<file path="src/rtl/axi_outstanding_limiter.sv">
// axi_outstanding_limiter
//   Sits in front of the AXI4 register slice on the card/host memory path.
//   It limits how many read and write bursts can be in flight, so that the
//   register slice and interconnect never receive more bursts than they can
//   track. It also holds back W beats until the matching AW has been accepted.
//   AR, AW and W are gated combinationally, so they add no latency.
//   R and B pass straight through. All counters are registered.
//
// Ports
//   aclk, areset            clock, async active-high reset
//   s_axi_*                 slave side, driven by master logic
//   m_axi_*                 master side, toward the register slice
//   rd_outstanding          read bursts accepted whose final R beat has not been seen
//   wr_outstanding          write bursts accepted whose B has not been seen
//   rd_stall / wr_stall     a request is waiting and is blocked by its limit
//   proto_err               sticky: a response or W burst arrived with no matching request

// Up/down burst counter. When inc and dec occur together the count is unchanged.
// A decrement at zero holds the count at zero and raises uflow.
module olim_cnt #(
  parameter int W = 4
) (
  input  logic         clk,
  input  logic         rst,
  input  logic         inc,
  input  logic         dec,
  output logic [W-1:0] cnt,
  output logic         uflow
);
  assign uflow = dec & (cnt == '0);

  always_ff @(posedge clk or posedge rst) begin
    if (rst)                              cnt <= '0;
    else if (inc & ~dec)                  cnt <= cnt + W'(1);
    else if (dec & ~inc & (cnt != '0))    cnt <= cnt - W'(1);
  end
endmodule

module axi_outstanding_limiter #(
  parameter  int N_OUTSTANDING_RD = 8,
  parameter  int N_OUTSTANDING_WR = 8,
  parameter  int ID_W             = 4,
  parameter  int ADDR_W           = 32,
  parameter  int DATA_W           = 64,
  localparam int CNT_MAX  = (N_OUTSTANDING_RD > N_OUTSTANDING_WR) ? N_OUTSTANDING_RD
                                                                  : N_OUTSTANDING_WR,
  localparam int CNT_BITS = $clog2(CNT_MAX + 1)
) (
  input  logic                aclk,
  input  logic                areset,
  // slave AR
  input  logic [ID_W-1:0]     s_axi_arid,
  input  logic [ADDR_W-1:0]   s_axi_araddr,
  input  logic [7:0]          s_axi_arlen,
  input  logic [2:0]          s_axi_arsize,
  input  logic [1:0]          s_axi_arburst,
  input  logic [2:0]          s_axi_arprot,
  input  logic                s_axi_arvalid,
  output logic                s_axi_arready,
  // slave R
  output logic [ID_W-1:0]     s_axi_rid,
  output logic [DATA_W-1:0]   s_axi_rdata,
  output logic [1:0]          s_axi_rresp,
  output logic                s_axi_rlast,
  output logic                s_axi_rvalid,
  input  logic                s_axi_rready,
  // slave AW
  input  logic [ID_W-1:0]     s_axi_awid,
  input  logic [ADDR_W-1:0]   s_axi_awaddr,
  input  logic [7:0]          s_axi_awlen,
  input  logic [2:0]          s_axi_awsize,
  input  logic [1:0]          s_axi_awburst,
  input  logic [2:0]          s_axi_awprot,
  input  logic                s_axi_awvalid,
  output logic                s_axi_awready,
  // slave W
  input  logic [DATA_W-1:0]   s_axi_wdata,
  input  logic [DATA_W/8-1:0] s_axi_wstrb,
  input  logic                s_axi_wlast,
  input  logic                s_axi_wvalid,
  output logic                s_axi_wready,
  // slave B
  output logic [ID_W-1:0]     s_axi_bid,
  output logic [1:0]          s_axi_bresp,
  output logic                s_axi_bvalid,
  input  logic                s_axi_bready,
  // master AR
  output logic [ID_W-1:0]     m_axi_arid,
  output logic [ADDR_W-1:0]   m_axi_araddr,
  output logic [7:0]          m_axi_arlen,
  output logic [2:0]          m_axi_arsize,
  output logic [1:0]          m_axi_arburst,
  output logic [2:0]          m_axi_arprot,
  output logic                m_axi_arvalid,
  input  logic                m_axi_arready,
  // master R
  input  logic [ID_W-1:0]     m_axi_rid,
  input  logic [DATA_W-1:0]   m_axi_rdata,
  input  logic [1:0]          m_axi_rresp,
  input  logic                m_axi_rlast,
  input  logic                m_axi_rvalid,
  output logic                m_axi_rready,
  // master AW
  output logic [ID_W-1:0]     m_axi_awid,
  output logic [ADDR_W-1:0]   m_axi_awaddr,
  output logic [7:0]          m_axi_awlen,
  output logic [2:0]          m_axi_awsize,
  output logic [1:0]          m_axi_awburst,
  output logic [2:0]          m_axi_awprot,
  output logic                m_axi_awvalid,
  input  logic                m_axi_awready,
  // master W
  output logic [DATA_W-1:0]   m_axi_wdata,
  output logic [DATA_W/8-1:0] m_axi_wstrb,
  output logic                m_axi_wlast,
  output logic                m_axi_wvalid,
  input  logic                m_axi_wready,
  // master B
  input  logic [ID_W-1:0]     m_axi_bid,
  input  logic [1:0]          m_axi_bresp,
  input  logic                m_axi_bvalid,
  output logic                m_axi_bready,
  // status
  output logic [CNT_BITS-1:0] rd_outstanding,
  output logic [CNT_BITS-1:0] wr_outstanding,
  output logic                rd_stall,
  output logic                wr_stall,
  output logic                proto_err
);
  // Counter slots: 0 = reads in flight, 1 = writes in flight, 2 = W credit.
  localparam int C_RD = 0;
  localparam int C_WR = 1;
  localparam int C_WC = 2;

  logic [2:0]               inc_v, dec_v, uflow_v;
  logic [2:0][CNT_BITS-1:0] cnt_v;
  logic                     rd_full, wr_full, w_ok;
  logic                     ar_hs, aw_hs, wlast_hs, rlast_hs, b_hs;

  assign rd_full = (cnt_v[C_RD] == CNT_BITS'(N_OUTSTANDING_RD));
  assign wr_full = (cnt_v[C_WR] == CNT_BITS'(N_OUTSTANDING_WR));
  assign w_ok    = (cnt_v[C_WC] != '0);

  // The counters already read 0 during reset, but the full/credit terms do not
  // block everything then. The explicit areset term keeps every handshake
  // closed while areset is high.
  assign m_axi_arvalid = s_axi_arvalid & ~rd_full & ~areset;
  assign s_axi_arready = m_axi_arready & ~rd_full & ~areset;
  assign m_axi_awvalid = s_axi_awvalid & ~wr_full & ~areset;
  assign s_axi_awready = m_axi_awready & ~wr_full & ~areset;
  assign m_axi_wvalid  = s_axi_wvalid  & w_ok     & ~areset;
  assign s_axi_wready  = m_axi_wready  & w_ok     & ~areset;

  // request payloads pass unmodified
  assign m_axi_arid    = s_axi_arid;
  assign m_axi_araddr  = s_axi_araddr;
  assign m_axi_arlen   = s_axi_arlen;
  assign m_axi_arsize  = s_axi_arsize;
  assign m_axi_arburst = s_axi_arburst;
  assign m_axi_arprot  = s_axi_arprot;
  assign m_axi_awid    = s_axi_awid;
  assign m_axi_awaddr  = s_axi_awaddr;
  assign m_axi_awlen   = s_axi_awlen;
  assign m_axi_awsize  = s_axi_awsize;
  assign m_axi_awburst = s_axi_awburst;
  assign m_axi_awprot  = s_axi_awprot;
  assign m_axi_wdata   = s_axi_wdata;
  assign m_axi_wstrb   = s_axi_wstrb;
  assign m_axi_wlast   = s_axi_wlast;

  // responses pass straight through in both directions
  assign s_axi_rid     = m_axi_rid;
  assign s_axi_rdata   = m_axi_rdata;
  assign s_axi_rresp   = m_axi_rresp;
  assign s_axi_rlast   = m_axi_rlast;
  assign s_axi_rvalid  = m_axi_rvalid;
  assign m_axi_rready  = s_axi_rready;
  assign s_axi_bid     = m_axi_bid;
  assign s_axi_bresp   = m_axi_bresp;
  assign s_axi_bvalid  = m_axi_bvalid;
  assign m_axi_bready  = s_axi_bready;

  // Handshakes are observed on the master side. Beats of R and W that are not
  // the last beat of their burst do not change any counter.
  assign ar_hs    = m_axi_arvalid & m_axi_arready;
  assign aw_hs    = m_axi_awvalid & m_axi_awready;
  assign wlast_hs = m_axi_wvalid  & m_axi_wready & m_axi_wlast;
  assign rlast_hs = m_axi_rvalid  & m_axi_rready & m_axi_rlast;
  assign b_hs     = m_axi_bvalid  & m_axi_bready;

  assign inc_v = {aw_hs,    aw_hs, ar_hs};
  assign dec_v = {wlast_hs, b_hs,  rlast_hs};

  for (genvar i = 0; i < 3; i++) begin : g_cnt
    olim_cnt #(.W(CNT_BITS)) u_cnt (
      .clk   (aclk),
      .rst   (areset),
      .inc   (inc_v[i]),
      .dec   (dec_v[i]),
      .cnt   (cnt_v[i]),
      .uflow (uflow_v[i])
    );
  end

  // Gating cannot let a W-last through without credit. That slot is still
  // included, so that any such W burst is reported as an orphan.
  always_ff @(posedge aclk or posedge areset) begin
    if (areset)        proto_err <= 1'b0;
    else if (|uflow_v) proto_err <= 1'b1;
  end

  assign rd_outstanding = cnt_v[C_RD];
  assign wr_outstanding = cnt_v[C_WR];
  assign rd_stall       = s_axi_arvalid & rd_full;
  assign wr_stall       = s_axi_awvalid & wr_full;

endmodule

</file>
<file path="config.mk">
export PLATFORM = sky130hd
export DESIGN_NAME = axi_outstanding_limiter
export DESIGN_NICKNAME = d
export VERILOG_FILES = /design/src/rtl/axi_outstanding_limiter.sv
export SDC_FILE = /design/constraint.sdc
export NUM_CORES = 1
export LEC_CHECK = 0
export ABC_CLOCK_PERIOD_IN_PS = 3100
export CORE_AREA = 2 2 208 210
export CTS_BUF_LIST = sky130_fd_sc_hd__clkbuf_8
export CTS_CLUSTER_DIAMETER = 30
export DETAILED_ROUTE_END_ITERATION = 8
export DIE_AREA = 0 0 210 212
export GPL_ROUTABILITY_DRIVEN = 0
export GPL_TIMING_DRIVEN = 0
export SYNTH_ARGS = -nofsm -noshare
export SYNTH_HDL_FRONTEND = slang
export SYNTH_SLANG_ARGS = --single-unit
export TNS_END_PERCENT = 50
</file>
<file path="constraint.sdc">
create_clock -name aclk -period 3.1 [get_ports aclk]
set_input_delay 0.31 -clock aclk [delete_from_list [all_inputs] [get_ports aclk]]
set_output_delay 0.31 -clock aclk [all_outputs]
set_load 0.005 [all_outputs]
</file>
After elaboration in Yosys (flattened, before gate mapping)
Cells that the tools add are included.

Output and inout bits: 275. Register bits: 13. Word-level logic and storage cells: 69. Bits of input ports: 266.

Add/sub/neg operators: 6. Equality and inequality tests: 2. Muxes and demuxes: 6. Bitwise logic cells: 41. Reduce and logical (&&, ||, !) cells: 10.

Operator list (count): 1-bit AND (33); 4-bit two-way mux (6); 4-bit by 1-bit adder with 4-bit output (second input constant) (3); 4-bit zero test (3); 4-bit nonzero test (3); 4-bit by 1-bit subtractor with 4-bit output (second input constant) (3); 4-bit == test (second input constant) (2); 1-bit NOT (8); 2-bit nonzero test (3); 3-bit OR reduction (1).

Logic depth before layout (Yosys ltp)
Gate-level depths: netlist (run 1).

Word-level depth: 10. Gate-level depth with buffers: 8.

Modules after synthesis
A second synthesis (run 1) with hierarchy kept.

Cells, all modules: 381. Area total of the unflattened synthesis: 3109.2 µm².

By module, submodules not included: axi_outstanding_limiter (area each 2137.0 µm², cells each 282, seq. area each 25.0 µm², times used 1); olim_cnt (area each 324.1 µm², cells each 33, seq. area each 100.1 µm², times used 3).

Worst setup path before layout (run 1)
OpenSTA, ideal clock, no wires.

Path kind: register to register. From: reg g_cnt[0].u_cnt.cnt[3]. To: reg g_cnt[0].u_cnt.cnt[3]. Data required time: 3.031 ns. Slack: 0.886 ns. Arrival time: 2.145 ns. Stages on the path, launching flop included: 9. Clock period less this slack: 2.214 ns. Buffers on the path: 0. Path through: dfrtp_1 nor4b_2 nor4b_2 inv_1 ha_1 a21oi_1 nand2_1 or4_1 nand3_1.

Longest elaborated chain between the ends: 9.

RTL lines: start, declared (RTL line 27) `output logic [W-1:0] cnt,`; start signal, assigned (RTL line 34) `else if (inc & ~dec) cnt <= cnt + W'(1);`; start signal, assigned (RTL line 35) `else if (dec & ~inc & (cnt != '0)) cnt <= cnt - W'(1);`; 4-bit == test (RTL line 140) `assign rd_full = (cnt_v[C_RD] == CNT_BITS'(N_OUTSTANDING_RD));`; 1-bit NOT (RTL line 147) `assign m_axi_arvalid = s_axi_arvalid & ~rd_full & ~areset;`; 1-bit AND (2 in series) (RTL line 147); 1-bit AND (RTL line 185) `assign ar_hs = m_axi_arvalid & m_axi_arready;`; 1-bit NOT (RTL line 35); 1-bit AND (2 in series) (RTL line 35); 2-bit nonzero test (no line).

Several ways; a longest one is shown, not always the timed one. The select of a mux whose other input is x is not followed. A chain may end at the register's enable or synchronous reset.

Worst setup path after layout (run 1)
From: in areset. To: reg g_cnt[2].u_cnt.cnt[3].

Longest elaborated chain between the ends: 7.

RTL lines: start, declared (RTL line 50) `input logic areset,`; 1-bit NOT (*) (RTL line 149, 151); 1-bit AND, on equally long branches (RTL line 151, 149); 1-bit AND, on equally long branches (RTL line 187, 186); 1-bit AND / 1-bit NOT (equally long branches) (RTL line 187, 35); 1-bit AND / 1-bit NOT (equally long branches) (RTL line 35, 34); 1-bit AND, on equally long branches (RTL line 35, 34); 2-bit nonzero test (no line) / 4-bit two-way mux (equally long branches); end signal, assigned (RTL line 34); end signal, assigned (RTL line 35); end, declared (RTL line 27).

Mark *: on every way between the ends. The rest lies on a longest branch, timed or not.

==> impl_metrics.ini, run 1 <==
[setup_path]
cp_cell_sequence = clkdlybuf4s50_1 -> nand3b_4 -> a21oi_1 -> nand2_1 -> ha_1 -> a21oi_1 -> nand2_1 -> or4_1 -> o2111ai_1
slowest_stage = clkdlybuf4s50_1
rr_worst_depth = 8
crit_path_end_kind = flop
worstPathMaxFanout = 8
cp_top_family = simple AND/OR/NAND/NOR gates
r2r_slack_ns = 0.51
cpPeakStageDelay_ns = 0.64
startpoint = areset
cp.required_ns = 3.25
start_kind = input pin
crit_type = input pin to flop
critPathBufInv = 1
rr_endpoint = g_cnt[0].u_cnt.cnt[3]
r2r-start = g_cnt[0].u_cnt.cnt[0]
cp.arrival_ns = 2.92

[yosys]
synth.area.top_cells = buf_4 66%, dfrtp_1 11%, ha_1 2.5%, mux2_1 2.2%, fa_1 2.0%
ys_seq_area_share_pct = 10.73
muxShareOfSynthArea_pct = 2.890
synth_top_family_by_area = buffers and inverters
yosys_warnings = 0
syn_area_um2 = 3030
synth_xor_area_share_pct = 2.023
yosys.area_share.adder_pct = 4.459
synth-simple-area-share_pct = 9.744
synth_common_cells = 266 x buf_4, 13 x dfrtp_1, 9 x nand2_1
synth_flop_cell = dfrtp_1
async_flop_share_pct = 100.0
yosysUniqueCellTypes = 35
synth_edf_count = 0
synth_nets = 642
yosysTopAreaCellShare_pct = 65.90
synth.avg_cell_area_um2 = 8.257
synthMostInstantiatedCell = buf_4
synth_largest_area_cell = buf_4
synth_compound_area_share_pct = 3.881
postSynthCellCount = 367
synth_seq_cells = 13

[sta]
worst_slew_pin_slew_ns = 0.5985
relSlewSlack_pct = 60.00
post-route-min-period_ns = 2.763
rsz0062_at_grt = false
setup_ws_ns = 0.3373
skew_ns = 0.001742
finalHoldViolCount = 0
finalMaxSlewViolations = 0
setup_tns_ns = 0
period_share_pct = 89.12
setup_viol = 0
max_freq_ghz = 0.3620

[clock_network]
path_clk_slew_ns = 0.05
post-cts-setup-buffer-count = 0
cts_tree = done
cts_buffers = 3
clock_path_buffers = 2
holdBufCountCts = 0
cts-root-buf = clkbuf_8
clock_latency_ns = 0.24
numClockSinks = 13
cts_max_level = 1
ctsResizeCount = 0

[place]
portBuffers = 288
dp.cells = 1201
dp_hpwl_mm = 14.65
dpl_worst_slack_ns = 0.03043

[power]
vdd_drop_max_mv = 0.1595
p_leak_nw = 2.863
powerDensity_nw_per_um2 = 284.2
total_power_mw = 1.888

[run_status]
outcome = finished clean

[drt]
vias_per_cell = 2.662
wl_mm = 15.61
first_pass_iters = 4
vias = 3210
antenna_left = 0
drt-initial-drc-count = 88
drc = 0
wl_per_cell_um = 12.95

[finish]
multi_input_area_um2 = 696.9
final-seq-area_um2 = 325.3
final_util_pct = 15.63
layout.cells.non_filler = 1206
layout.nets = 935
num-fill-cells = 4702
drive_above_1_share_pct = 42.19
area_delta_synth_final_pct = 119.2

[hold_path]
whs_path_depth = 2
min_to = proto_err
hp-class = flop to flop
min_from = proto_err

[floorplanning]
dieArea_um2 = 44520
start_util_pct = 7.129
die_x_um = 210
core-area_um2 = 42510
die_h_um = 212
ioPinCount = 541
rows = 76

[global_route]
grt_overflow = 0
grt_pass1_wl_mm = 20.10
grt_usage_pct = 6.252
grt_start_max_net_pins = 16
grt_pass1_vias = 3207
antenna_found_initial = 3

[flow_run]
maxCapViolCount = 0
[cell type report]
class | count | area share (%)
Timing Repair Buffer | 288 | 43.39
Inverter | 3 | 0.1695
Tap cell | 546 | 10.28
Clock buffer | 3 | 0.6215
Buffer | 266 | 30.06
Clock inverter | 1 | 0.05650
Antenna cell | 1 | 0.03766
Sequential cell | 13 | 4.896
Multi-Input combinational cell | 85 | 10.49
[layer usage]
layer	wire [um]	GRT usage [%]	up-vias
li1	-	-	1500
met1	5277	6.530	1418
met2	7723	10.76	262
met3	1811	2.585	26
met4	776	3.326	4
met5	23	0	-
[per-stage QoR]
stage	area [um2]	hold slack (ns)
after floorplan	3030	0.1971
after global routing	6644	0.5093
final	6644	0.4935
after CTS	6641	0.5009
after global placement	6596	0.4791
after detailed placement	6596	0.4836
[flip-flops by register name (all words and copies together), names as in the netlist]
register / count
proto_err: 1
g_cnt.u_cnt.cnt: 12
[cell families after synthesis]
logic type	count (synthesis)
buffers and inverters	269
AND/OR/NAND/NOR	44
AO/OA/AOI/OAI	17
flip-flops	13
adder cells (fa/ha/maj)	9
multiplexers	8
XOR/XNOR	7
[where the power goes]
part,internal [mW],switching (mW),total (mW)
Clock,0.0873,0.0583,0.146
Sequential,0.258,0.144,0.402
Combinational,0.882,0.459,1.34
[layout by cell type, fill, tap and decap left out, drive strengths merged, types with 2 or more instances in the layout]
master         Yosys  layout
a21o               2       2
inv                3       4
dfrtp             13      13
nor4               2       2
xnor2              4       4
xor2               3       3
buf              266     266
mux2i              2       2
and2               6       6
o2111ai            2       2
a21oi              6       6
fa                 3       3
nor4b              3       3
clkbuf             0       3
nor2               5       5
ha                 6       6
nand2             10      10
mux2               6       6
nand3              5       5
or4                3       3
clkdlybuf4s50      0     288
nor3               3       3
and3               3       3
[tightest hold or removal path, cell delays in order, from the launching register on]
cell     delay (ns)
dfrtp_1        0.34
a21oi_1        0.05
o21ai_1        0.06
[worst max path at each step]
stage	to	slack, ns	cells after the start
global route	g_cnt[2].u_cnt.cnt[3]	0.12	9
detailed placement	g_cnt[2].u_cnt.cnt[3]	0.03	9
global placement	g_cnt[2].u_cnt.cnt[3]	0.09	9
CTS	s_axi_awready	0.24	4
floorplan	g_cnt[0].u_cnt.cnt[3]	0.89	8
finish	g_cnt[2].u_cnt.cnt[3]	0.34	9
Note: power is estimated with default switching activity, not from simulation.
==> run 2: changes to the inputs <==
--- a/config.mk
+++ b/config.mk
@@ -13,6 +13,7 @@
 export DIE_AREA = 0 0 210 212
 export GPL_ROUTABILITY_DRIVEN = 0
 export GPL_TIMING_DRIVEN = 0
+export SLEW_MARGIN = 20
 export SYNTH_ARGS = -nofsm -noshare
 export SYNTH_HDL_FRONTEND = slang
 export SYNTH_SLANG_ARGS = --single-unit
==> results of run 2 <==
The final DEF is identical to that of run 1; final timing and power are the same.
==> run 3: changes to the inputs <==
--- a/config.mk
+++ b/config.mk
@@ -6,6 +6,7 @@
 export NUM_CORES = 1
 export LEC_CHECK = 0
 export ABC_CLOCK_PERIOD_IN_PS = 3100
+export CAP_MARGIN = 20
 export CORE_AREA = 2 2 208 210
 export CTS_BUF_LIST = sky130_fd_sc_hd__clkbuf_8
 export CTS_CLUSTER_DIAMETER = 30
@@ -13,7 +14,6 @@
 export DIE_AREA = 0 0 210 212
 export GPL_ROUTABILITY_DRIVEN = 0
 export GPL_TIMING_DRIVEN = 0
-export SLEW_MARGIN = 20
 export SYNTH_ARGS = -nofsm -noshare
 export SYNTH_HDL_FRONTEND = slang
 export SYNTH_SLANG_ARGS = --single-unit
==> results of run 3 <==
The final DEF is identical to that of run 1; final timing and power are the same.
